**src/rtl/mnist_argmax_collector_if.sv**
```systemverilog
// Handshake bundle for the argmax collector: prediction stream, label,
// result channel and the statistics counters.
interface mnist_argmax_collector_if #(
  parameter int DATA_W = 16
);
  logic [DATA_W-1:0] prediction_in;
  logic              prediction_in_valid;
  logic              prediction_in_ready;
  logic [3:0]        label_in;
  logic              label_in_valid;
  logic              label_in_ready;
  logic [3:0]        result_digit;
  logic [DATA_W-1:0] result_max;
  logic              result_correct;
  logic              result_valid;
  logic              result_ready;
  logic              clear_counts;
  logic [15:0]       image_count;
  logic [15:0]       mispred_count;

  modport slave (
    input  prediction_in, prediction_in_valid, label_in, label_in_valid,
           result_ready, clear_counts,
    output prediction_in_ready, label_in_ready, result_digit, result_max,
           result_correct, result_valid, image_count, mispred_count
  );

  modport master (
    output prediction_in, prediction_in_valid, label_in, label_in_valid,
           result_ready, clear_counts,
    input  prediction_in_ready, label_in_ready, result_digit, result_max,
           result_correct, result_valid, image_count, mispred_count
  );
endinterface

```
**src/rtl/mnist_argmax_collector.sv**
```systemverilog
// Collects one label plus NUM_CLASSES signed Q8.8 prediction words per image,
// reports the argmax class, its value and whether it matches the label, and
// keeps saturating image / misprediction counters.
//
// state   | meaning
// IDLE    | waiting for the label of the next image
// COLLECT | accepting prediction words, tracking running max and index
// RESULT  | holding the result until the consumer takes it
module mnist_argmax_collector #(
  parameter int DATA_W      = 16,
  parameter int NUM_CLASSES = 10
) (
  input logic                   clock,
  input logic                   reset,
  mnist_argmax_collector_if.slave bus
);

  typedef enum logic [1:0] {IDLE, COLLECT, RESULT} state_t;

  localparam logic [3:0] LAST_IDX = 4'(NUM_CLASSES - 1);

  state_t            state;
  logic [3:0]        label_q;
  logic [3:0]        cnt;
  logic [DATA_W-1:0] run_max;
  logic [3:0]        run_idx;
  logic [DATA_W-1:0] next_max;
  logic [3:0]        next_idx;
  logic              pred_fire;
  logic              label_fire;
  logic              result_fire;

  assign pred_fire   = bus.prediction_in_valid & bus.prediction_in_ready;
  assign label_fire  = bus.label_in_valid & bus.label_in_ready;
  assign result_fire = bus.result_valid & bus.result_ready;

  // Running argmax including the word on the bus; index 0 always loads,
  // later words win only when strictly greater so ties keep the lower index.
  always_comb begin
    next_max = run_max;
    next_idx = run_idx;
    if (cnt == 4'd0 || $signed(bus.prediction_in) > $signed(run_max)) begin
      next_max = bus.prediction_in;
      next_idx = cnt;
    end
  end

  // Sequencing FSM with registered readies and result outputs.
  always_ff @(posedge clock) begin
    if (reset) begin
      state                   <= IDLE;
      label_q                 <= '0;
      cnt                     <= '0;
      run_max                 <= '0;
      run_idx                 <= '0;
      bus.result_digit        <= '0;
      bus.result_max          <= '0;
      bus.result_correct      <= 1'b0;
      bus.result_valid        <= 1'b0;
      bus.prediction_in_ready <= 1'b0;
      bus.label_in_ready      <= 1'b0;
    end else begin
      case (state)
        IDLE: begin
          bus.label_in_ready      <= 1'b1;
          bus.prediction_in_ready <= 1'b0;
          if (label_fire) begin
            label_q                 <= bus.label_in;
            cnt                     <= '0;
            bus.label_in_ready      <= 1'b0;
            bus.prediction_in_ready <= 1'b1;
            state                   <= COLLECT;
          end
        end
        COLLECT: begin
          if (pred_fire) begin
            run_max <= next_max;
            run_idx <= next_idx;
            if (cnt == LAST_IDX) begin
              bus.prediction_in_ready <= 1'b0;
              bus.result_valid        <= 1'b1;
              bus.result_digit        <= next_idx;
              bus.result_max          <= next_max;
              // labels above 9 can never be correct
              bus.result_correct      <= (label_q <= 4'd9) && (next_idx == label_q);
              state                   <= RESULT;
            end else begin
              cnt <= cnt + 4'd1;
            end
          end
        end
        RESULT: begin
          if (result_fire) begin
            bus.result_valid   <= 1'b0;
            bus.label_in_ready <= 1'b1;
            state              <= IDLE;
          end
        end
        default: state <= IDLE;
      endcase
    end
  end

  // Statistics counters: clear beats a coincident result transfer.
  always_ff @(posedge clock) begin
    if (reset || bus.clear_counts) begin
      bus.image_count   <= '0;
      bus.mispred_count <= '0;
    end else if (result_fire) begin
      if (bus.image_count != 16'hFFFF)
        bus.image_count <= bus.image_count + 16'd1;
      if (!bus.result_correct && bus.mispred_count != 16'hFFFF)
        bus.mispred_count <= bus.mispred_count + 16'd1;
    end
  end

endmodule

```
**src/flat_wrapper.sv**
```systemverilog
// flat-port wrapper written by rule: the top's interface ports become plain ports
module mnist_argmax_collector_flat 
#(
  parameter int DATA_W      = 16,
  parameter int NUM_CLASSES = 10
)
  (clock, reset, bus_prediction_in, bus_prediction_in_valid, bus_label_in, bus_label_in_valid, bus_result_ready, bus_clear_counts, bus_prediction_in_ready, bus_label_in_ready, bus_result_digit, bus_result_max, bus_result_correct, bus_result_valid, bus_image_count, bus_mispred_count);
  mnist_argmax_collector_if #(.DATA_W(DATA_W)) bus_i ();
  input logic clock;
  input logic reset;
  input wire logic [$bits(bus_i.prediction_in)-1:0] bus_prediction_in;
  input wire logic [$bits(bus_i.prediction_in_valid)-1:0] bus_prediction_in_valid;
  input wire logic [$bits(bus_i.label_in)-1:0] bus_label_in;
  input wire logic [$bits(bus_i.label_in_valid)-1:0] bus_label_in_valid;
  input wire logic [$bits(bus_i.result_ready)-1:0] bus_result_ready;
  input wire logic [$bits(bus_i.clear_counts)-1:0] bus_clear_counts;
  output wire logic [$bits(bus_i.prediction_in_ready)-1:0] bus_prediction_in_ready;
  output wire logic [$bits(bus_i.label_in_ready)-1:0] bus_label_in_ready;
  output wire logic [$bits(bus_i.result_digit)-1:0] bus_result_digit;
  output wire logic [$bits(bus_i.result_max)-1:0] bus_result_max;
  output wire logic [$bits(bus_i.result_correct)-1:0] bus_result_correct;
  output wire logic [$bits(bus_i.result_valid)-1:0] bus_result_valid;
  output wire logic [$bits(bus_i.image_count)-1:0] bus_image_count;
  output wire logic [$bits(bus_i.mispred_count)-1:0] bus_mispred_count;
  assign bus_i.prediction_in = bus_prediction_in;
  assign bus_i.prediction_in_valid = bus_prediction_in_valid;
  assign bus_i.label_in = bus_label_in;
  assign bus_i.label_in_valid = bus_label_in_valid;
  assign bus_i.result_ready = bus_result_ready;
  assign bus_i.clear_counts = bus_clear_counts;
  assign bus_prediction_in_ready = bus_i.prediction_in_ready;
  assign bus_label_in_ready = bus_i.label_in_ready;
  assign bus_result_digit = bus_i.result_digit;
  assign bus_result_max = bus_i.result_max;
  assign bus_result_correct = bus_i.result_correct;
  assign bus_result_valid = bus_i.result_valid;
  assign bus_image_count = bus_i.image_count;
  assign bus_mispred_count = bus_i.mispred_count;
  mnist_argmax_collector #(.DATA_W(DATA_W), .NUM_CLASSES(NUM_CLASSES)) u_core (.clock(clock), .reset(reset), .bus(bus_i));
endmodule
```
**config.mk**
```make
export PLATFORM = sky130hd
export DESIGN_NAME = mnist_argmax_collector_flat
export DESIGN_NICKNAME = d
export VERILOG_FILES = /design/src/rtl/mnist_argmax_collector_if.sv /design/src/rtl/mnist_argmax_collector.sv /design/src/flat_wrapper.sv
export SDC_FILE = /design/constraint.sdc
export NUM_CORES = 1
export LEC_CHECK = 0
export BUFFER_PORTS_ARGS = -buffer_cell sky130_fd_sc_hd__buf_2
export CORE_MARGIN = 3
export CORE_UTILIZATION = 55
export CTS_CLUSTER_DIAMETER = 40
export DETAILED_ROUTE_END_ITERATION = 10
export PLACE_DENSITY = 0.77
export SYNTH_ARGS = -nofsm -noshare
export SYNTH_HDL_FRONTEND = slang
export SYNTH_SLANG_ARGS = --single-unit
```
**constraint.sdc**
```tcl
create_clock -name clock -period 3.13 [get_ports clock]
set_input_delay 0.7825 -clock clock [delete_from_list [all_inputs] [get_ports clock]]
set_output_delay 0.7825 -clock clock [all_outputs]
set_load 0.005 [all_outputs]
```
==> flow_summary.toml, run 1 <==
[final_layout]
layout_commonest_cell = "nor2_1"
final_cell_mix = "95 x nor2_1, 86 x dfxtp_1, 81 x buf_2"
multi_input_area_sq_um = 2222
regArea_sq_um = 1722
fillers = 647
syn_to_final_growth_pct = 19.24
final_core_util_pct = 67.74
nets = 633
drive_gt1_share_pct = 21.83
antenna_cells = 0

[route]
wire_per_inst_um = 13.78
vias = 3731
dr.pass1.iters = 4
wl_um = 9509
detail_route.vias_per_cell = 5.407
drc_errors = 0
drtIter0Drc = 209
postRouteAntennaNets = 0

[place]
io_buffer_count = 81
gp_congestion = 0.8671
hpwlAfterDp_um = 6813

[yosys]
ys_async_sr_fraction_pct = 0
mappedNetlistArea_sq_um = 4143
ys_ff_latch = 86
synth_edf_count = 0
yosysUniqueCellTypes = 43
yosysSeqAreaShare_pct = 41.56
ys.flop_type = "dfxtp_1"
syn_nets = 549
yosysWarnings = 0
avgSynthCellArea_sq_um = 8.252
synthCells = 502

[clock_network]
cts_resized = 0
cts_hold_buf = 0
cts_buffers = 9
clk_path_buf_depth = 2
root_buffer = "clkbuf_8"
tritoncts = "yes"
htreeDepth = 3
cts.sinks = 86
cts_setup_buffers = 0
clkSlewWorstSetupHoldPaths_ns = 0.08
clock_latency_ns = 0.37

[die]
core_sq_um = 7292
fp.dieW_um = 92.79
die_area_sq_um = 8610
start_util_pct = 56.81
row_count = 31
die_h_um = 92.79
boundaryPins = 82

[global_routing]
overflow = 0
grt_pass1_wl_um = 15460
antenna_found_initial = 0
grt_usage_pct = 22.19
grt_max_degree = 43
grt_pass1_vias = 3349

[hold_path]
hold_path_class = "reg2reg"

[timing]
tightest_slew_ns = 0.7242
hold_ws_ns = 0.4710
rsz0062_at_grt = "no"
fmax_mhz = 336.4
fin_skew_ns = 0.01168
slew_violations = 0
hold_violations = 0
setup_viol = 0
min_period_over_period_pct = 94.97
period_needed_ns = 2.972
relSlewSlack_pct = 51.72

[setup_path]
arrival_ns = 3.22
required_ns = 3.38
cp_max_fo = 17
end_kind = "flop"
critPathLaunchType = "input port"
reg2reg_slack_ns = 0.28
crit_type = "in2reg"

[pwr]
ir_drop_mv = 0.3021
p_leak_nw = 1.985
powerDensity_nw_per_um2 = 441.6

[status]
status = "finished, final reports clean"

[job]
max-cap-violations = 0
-- cell usage after synthesis, types with 4 or more instances --
cell,count,share of area [%]
nor2_1,95,8.6
dfxtp_1,86,42
a21oi_1,67,8.1
nand2_1,29,2.6
inv_1,25,2.3
a211oi_1,21,3.8
ha_1,21,6.3
clkbuf_1,18,1.6
xor2_1,17,3.6
nor3_1,13,1.6
nand4_1,12,1.8
nand3_1,11,1.3
xnor2_1,11,2.3
o21ai_0,10,1.2
mux2i_1,9,2.2
or3_1,9,1.4
buf_2,6,0.72
and2_1,4,0.60
and3_1,4,0.60
-- critical path, cell delays in order --
cell      delay (ns)
buf_2           0.11
ha_1            0.31
nand4_2         0.20
nor3_1          0.24
nor3_1          0.10
a21boi_2        0.19
a21oi_4         0.15
a21o_1          0.18
and2_1          0.63
mux2i_1         0.26
nor2_1          0.06
-- cells by family after synthesis --
kind of cell,count (synthesis),share of synthesized area (%)
multiplexers,11,2.839
XOR/XNOR,28,5.920
flip-flops,86,41.56
AO/OA/AOI/OAI,112,16.40
buffers and inverters,50,4.802
AND/OR/NAND/NOR,194,22.14
adder cells (fa/ha/maj),21,6.342
-- metrics by stage --
| stage | std cells | cell area [sq um] | TNS (ns) | power [mW] | worst slack, ns |
|---|---|---|---|---|---|
| after detailed placement | 674 | 4695 | -1.554 | 1.254 | -0.1850 |
| after global placement | 674 | 4695 | -0.05877 | 1.250 | -0.03105 |
| after global routing | 690 | 4940 | 0 | 2.253 | 0.01806 |
| final | 690 | 4940 | 0 | 2.181 | 0.1576 |
| after CTS | 690 | 4940 | 0 | 2.198 | 0.1859 |
| after floorplan | 502 | 4143 | 0 | 1.203 | 0.2161 |
-- per-layer routing --
| metal | global-route usage [%] | up-vias | routed length (um) | part of all wire (%) |
|---|---|---|---|---|
| li1 | - | 1904 | - | - |
| met1 | 30.68 | 1707 | 4456 | 47 |
| met2 | 34.25 | 105 | 4281 | 45 |
| met3 | 3.818 | 15 | 594 | 6.2 |
| met4 | 9.035 | 0 | 176 | 1.9 |
| met5 | 0 | - | 0 | 0 |
-- state kept, by name (all words and copies together) (netlist names) --
signal                          count
u_core.bus.image_count             16
u_core.bus.label_in_ready           1
u_core.bus.mispred_count           16
u_core.bus.prediction_in_ready      1
u_core.bus.result_correct           1
u_core.bus.result_digit             4
u_core.bus.result_max              16
u_core.bus.result_valid             1
u_core.cnt                          4
u_core.label_q                      4
u_core.run_idx                      4
u_core.run_max                     16
u_core.state                        2
-- path summary, 6_finish.rpt --
path | end | start | cells after the start
max reg2reg | u_core.run_max[0]$_SDFFE_PP0P_ | u_core.run_max[15]$_SDFFE_PP0P_ | 11
max | u_core.run_max[0]$_SDFFE_PP0P_ | bus_prediction_in[15] | 11
min reg2reg | u_core.label_q[0]$_SDFFE_PP0P_ | u_core.label_q[0]$_SDFFE_PP0P_ | 2
min | u_core.label_q[0]$_SDFFE_PP0P_ | u_core.label_q[0]$_SDFFE_PP0P_ | 2
-- power breakdown --
| group | leakage [nW] | switching [mW] | total (mW) | internal [mW] |
|---|---|---|---|---|
| Clock | 0.119 | 0.413 | 0.951 | 0.539 |
| Combinational | 1.17 | 0.0741 | 0.124 | 0.0496 |
| Sequential | 0.693 | 0.00633 | 1.11 | 1.10 |
-- layout make-up --
cell class                 instances  area share, %
multi-input combinational        366          44.98
clock buffer                      10          2.584
inverter                          25          1.900
sequential                        86          34.85
tap                               99          2.508
timing repair buffer              98          10.79
clock inverter                     6          2.381
No activity file was read; power rests on OpenSTA's default activity.
==> run 2: changes to the inputs <==
- RECOVER_POWER: unset -> 50
==> flow_summary.toml, run 2 (same netlist as run 1, synthesis figures left out) <==
[global_routing]
grt_pass1_vias = 3349
overflow = 0
grt_pass1_wl_um = 15460
antenna_found_initial = 0
grt_max_degree = 43
grt_usage_pct = 22.19

[pwr]
p_int_mw = 1.688
p_seq_share_pct = 50.8
p_comb_share_pct = 5.7
switching_power_uw = 491.6
switching_share_pct = 22.55
p_total_mw = 2.180
powerDensity_nw_per_um2 = 444.7
p_clk_share_pct = 43.6
ir_drop_mv = 0.3021
p_leak_nw = 1.871

[clock_network]
clock_latency_ns = 0.36
cts_buffers = 9
cts.sinks = 86
clk_path_buf_depth = 2
cts_resized = 0
htreeDepth = 3
cts_setup_buffers = 0
root_buffer = "clkbuf_8"
tritoncts = "yes"
cts_hold_buf = 0
clkSlewWorstSetupHoldPaths_ns = 0.08

[timing]
postLayoutSetupSlackWorst_ns = 0.1541
min_period_over_period_pct = 95.08
tightest_slew_ns = 1.753
fin_skew_ns = 0.01063
relSlewSlack_pct = -16.86
setup_viol = 0
slew_violations = 33
fmax_mhz = 336.0
period_needed_ns = 2.976
hold_violations = 0
rsz0062_at_grt = "no"

[die]
boundaryPins = 82
die_area_sq_um = 8610
start_util_pct = 56.81
fp.dieW_um = 92.79
row_count = 31
die_h_um = 92.79
core_sq_um = 7292

[route]
detail_route.vias_per_cell = 5.396
wl_um = 9505
drtIter0Drc = 182
drc_errors = 0
postRouteAntennaNets = 0
vias = 3723
wire_per_inst_um = 13.78
dr.pass1.iters = 4

[setup_path]
end_kind = "flop"
crit_path_cell_trace = "buf_2 -> ha_1 -> nand4_2 -> nor3_1 -> nor3_1 -> a21boi_2 -> a21oi_4 -> a21o_1 -> and2_1 -> mux2i_1 -> nor2_1"
critical-path-max-stage-delay_ns = 0.62
cpMaxStageDelayCell = "and2_1"
crit_path_frequent_cell = "nor3_1"
arrival_ns = 3.22
required_ns = 3.37
crit_type = "in2reg"
critPathLaunchType = "input port"
cp_max_fo = 17

[final_layout]
antenna_cells = 0
layout_commonest_cell = "nor2_1"
final_cells = 690
fillers = 667
syn_to_final_growth_pct = 18.33
nets = 633
drive_gt1_share_pct = 17.26
final_cell_mix = "95 x nor2_1, 86 x dfxtp_1, 67 x a21oi_1"

[place]
io_buffer_count = 81
post-place-cells = 674
gp_congestion = 0.8671
pre_cts_slack_ns = -0.1850
hpwlAfterDp_um = 6813

[hold_path]
hold_path_class = "reg2reg"

[status]
violations = "capacitance limit, slew limit"
status = "complete, but fails checks"

[job]
max-cap-violations = 1
## run 2: layout make-up
type	count	area, sq um	share of cell area (%)
clock buffers	10	127.6	2.603
clock inverters	6	117.6	2.399
inverters	25	93.84	1.914
multi-input cells	366	2222	45.33
flip-flops and latches	86	1722	35.12
well taps	99	123.9	2.527
repair buffers	98	495.5	10.11
## run 2: per-layer routing
| metal | global-route usage [%] | up-vias | share of wire [%] |
|---|---|---|---|
| li1 | - | 1903 | - |
| met4 | 9.035 | 0 | 1.5 |
| met1 | 30.68 | 1702 | 47 |
| met3 | 3.818 | 13 | 6.2 |
| met2 | 34.25 | 105 | 45 |
| met5 | 0 | - | 0 |
## run 2: power groups by stage
stage	Sequential, mW	Clock [mW]	Combinational (mW)
6_report	1.11	0.950	0.124
5_1_grt	1.11	1.01	0.137
4_1_cts	1.11	0.968	0.123
3_5_place_dp	1.13	0	0.122
3_3_place_gp	1.13	0	0.118
2_1_floorplan	1.13	0	0.0734
## run 2: worst max-delay path, delay by kind of cell
family	cells	cell delay (ns)
AOI/OAI and AO/OA	3	0.53
adders and majority gates	1	0.31
buffers and inverters	1	0.11
muxes	1	0.26
and+or+nand+nor	5	1.21
## run 2: worst paths after layout
kind	from	slack, ns	to	cells past startpoint
worst max register to register	u_core.run_max[15]$_SDFFE_PP0P_	0.28	u_core.run_max[0]$_SDFFE_PP0P_	11
worst max-delay path	bus_prediction_in[15]	0.15	u_core.run_max[0]$_SDFFE_PP0P_	11
worst min-delay path	u_core.label_q[0]$_SDFFE_PP0P_	0.47	u_core.label_q[0]$_SDFFE_PP0P_	2
worst min register to register	u_core.label_q[0]$_SDFFE_PP0P_	0.47	u_core.label_q[0]$_SDFFE_PP0P_	2
## run 2: per-stage QoR
step / hold WS (ns) / utilization [%] / TNS, ns / cell area, sq um
6_report: 0.4710 / 67.23 / 0 / 4902
5_1_grt: 0.4934 / 67.23 / 0 / 4902
4_1_cts: 0.4777 / 67.74 / 0 / 4940
3_5_place_dp: 0.4616 / 64.38 / -1.554 / 4695
3_3_place_gp: 0.4489 / 64.38 / -0.05877 / 4695
2_1_floorplan: 0.4363 / - / 0 / 4143
==> run 3: changes to the inputs <==
- ABC_AREA: unset -> 1
- PLACE_DENSITY: 0.77 -> 0.76
==> flow_summary.toml, run 3 <==
[yosys]
ys_ff_latch = 86
yosysUniqueCellTypes = 43
yosys.area.top_type_share_pct = 39.30
synth_top_cells_by_count = "99 x inv_1, 86 x dfxtp_1, 82 x nand2_1, 60 x nor2_1, 44 x o21ai_0"
netlist_top_cells_area = "dfxtp_1 39%, inv_1 8.5%, nand2_1 7.0%"
synth_edf_count = 0
ys.flop_type = "dfxtp_1"
synth_area_leader_cell = "dfxtp_1"
ys_async_sr_fraction_pct = 0
avgSynthCellArea_sq_um = 7.501
yosysWarnings = 0
synthCells = 584
yosysSeqAreaShare_pct = 39.30
syn_nets = 631
mappedNetlistArea_sq_um = 4380
synth.most_common_cell = "inv_1"

[final_layout]
syn_to_final_growth_pct = 13.28
layout_commonest_cell = "inv_1"
antenna_cells = 0
final_core_util_pct = 66.29
fillers = 675
nets = 710
final_cell_mix = "99 x inv_1, 86 x dfxtp_1, 83 x nand2_1"
regArea_sq_um = 1722
multi_input_area_sq_um = 2141
drive_gt1_share_pct = 14.82

[setup_path]
crit_type = "reg2reg"
end_kind = "flop"
required_ns = 3.41
cp_max_fo = 19
cp-startpoint = "u_core.cnt[1]$_SDFFE_PP0P_"
arrival_ns = 2.97
critPathLaunchType = "flop"
rr_startpoint = "u_core.cnt[1]$_SDFFE_PP0P_"

[die]
row_count = 31
die_area_sq_um = 9072
die_h_um = 95.25
fp.dieW_um = 95.25
start_util_pct = 58.52
core_sq_um = 7486
boundaryPins = 82

[clock_network]
clk_path_buf_depth = 2
cts_hold_buf = 0
root_buffer = "clkbuf_8"
cts_setup_buffers = 0
clkSlewWorstSetupHoldPaths_ns = 0.08
cts_buffers = 9
htreeDepth = 3
clock_latency_ns = 0.36
cts_resized = 0
cts.sinks = 86
tritoncts = "yes"

[route]
vias = 4051
wire_per_inst_um = 13.40
drtIter0Drc = 160
postRouteAntennaNets = 0
drc_errors = 0
detail_route.vias_per_cell = 5.282
wl_um = 10280
dr.pass1.iters = 5

[pwr]
p_leak_nw = 2.030
p_comb_share_pct = 6.2
p_total_mw = 2.020
powerDensity_nw_per_um2 = 407.2
p_clk_share_pct = 38.9
ir_drop_mv = 0.2608
switching_share_pct = 23.99
p_seq_share_pct = 54.9
p_int_mw = 1.536
switching_power_uw = 484.8

[timing]
tightest_slew_ns = 0.8068
relSlewSlack_pct = 46.16
period_needed_ns = 2.688
finalSetupTns_ns = 0
min_period_over_period_pct = 85.88
rsz0062_at_grt = "no"
hold_ws_ns = 0.4901
setup_viol = 0
fmax_mhz = 372.0
fin_skew_ns = 0.01163
hold_violations = 0
slew_violations = 0

[global_routing]
grt_pass1_wl_um = 17420
antenna_found_initial = 0
grt_usage_pct = 23.91
grt_pass1_vias = 3952
grt_max_degree = 38
overflow = 0

[place]
hpwlAfterDp_um = 7575
gp_congestion = 0.8735
io_buffer_count = 81

[status]
status = "finished, final reports clean"

[hold_path]
hold_start = "u_core.bus.result_correct$_SDFFE_PP0P_"
hold_path_class = "reg2reg"

[job]
max-cap-violations = 0
## run 3: cell count changes after synthesis, sizes merged, moves of 17 or more
cell,change
inv,+77
nand2,+55
o21ai,+47
nor2,-32
o211ai,+17
xor2,-17
## run 3: routing by layer
metal / track usage, % / vias up / routed length [um]
li1: - / 2086 / -
met1: 29.64 / 1871 / 4643
met2: 42.10 / 81 / 5076
met3: 3.631 / 13 / 420
met4: 8.173 / 0 / 136
met5: 0 / - / 0
## run 3: cell families (layout without fill, tap and decap cells)
kind of cell / Yosys count / after routing / share of synthesized area [%]
adder cells (fa/ha/maj): 21 / 21 / 5.998
AND/OR/NAND/NOR: 201 / 201 / 21.05
flip-flops: 86 / 86 / 39.30
buffers and inverters: 120 / 204 / 11.28
AO/OA/AOI/OAI: 154 / 154 / 21.97
XOR/XNOR: 2 / 2 / 0.4000
## run 3: worst paths after layout
check / to / slack, ns / depth (start not counted)
hold reg to reg: u_core.bus.result_correct$_SDFFE_PP0P_ / 0.49 / 2
hold / removal: u_core.bus.result_correct$_SDFFE_PP0P_ / 0.49 / 2
setup reg to reg: u_core.bus.result_correct$_SDFFE_PP0P_ / 0.44 / 12
setup / recovery: u_core.bus.result_correct$_SDFFE_PP0P_ / 0.44 / 12
## run 3: final cells by class
class / count / share of cell area (%)
Multi-Input combinational cell: 378 / 43.14
Clock buffer: 10 / 2.774
Inverter: 103 / 7.791
Sequential cell: 86 / 34.69
Tap cell: 99 / 2.496
Clock inverter: 6 / 1.236
Timing Repair Buffer: 85 / 7.867
## run 3: power groups by stage
stage                     combinational, mW  sequential, mW  clock (mW)
after global placement                0.121            1.13           0
after detailed placement              0.125            1.13           0
after floorplan                      0.0795            1.13           0
final                                 0.126            1.11       0.785
after global routing                  0.143            1.11       0.845
after CTS                             0.126            1.11       0.799
## run 3: worst max-delay path: stages (launching register included)
cell and delay [ns]:
dfxtp_1 0.34, inv_1 0.12, ha_1 0.15, nand3_1 0.07, clkinv_1 0.36, nand2_1 0.13
nor2_1 0.59, inv_1 0.30, nor2_1 0.16, nand2_1 0.06, nor2_1 0.11, nand3_1 0.10
a21oi_1 0.13
## run 3: per-stage QoR
stage                     worst slack [ns]  area [sq um]  instances
after floorplan                     0.6509          4380        584
final                               0.4420          4962        767
after global placement              0.2630          4832        751
after CTS                           0.4479          5031        767
after global routing               0.09413          4962        767
after detailed placement            0.2003          4832        751
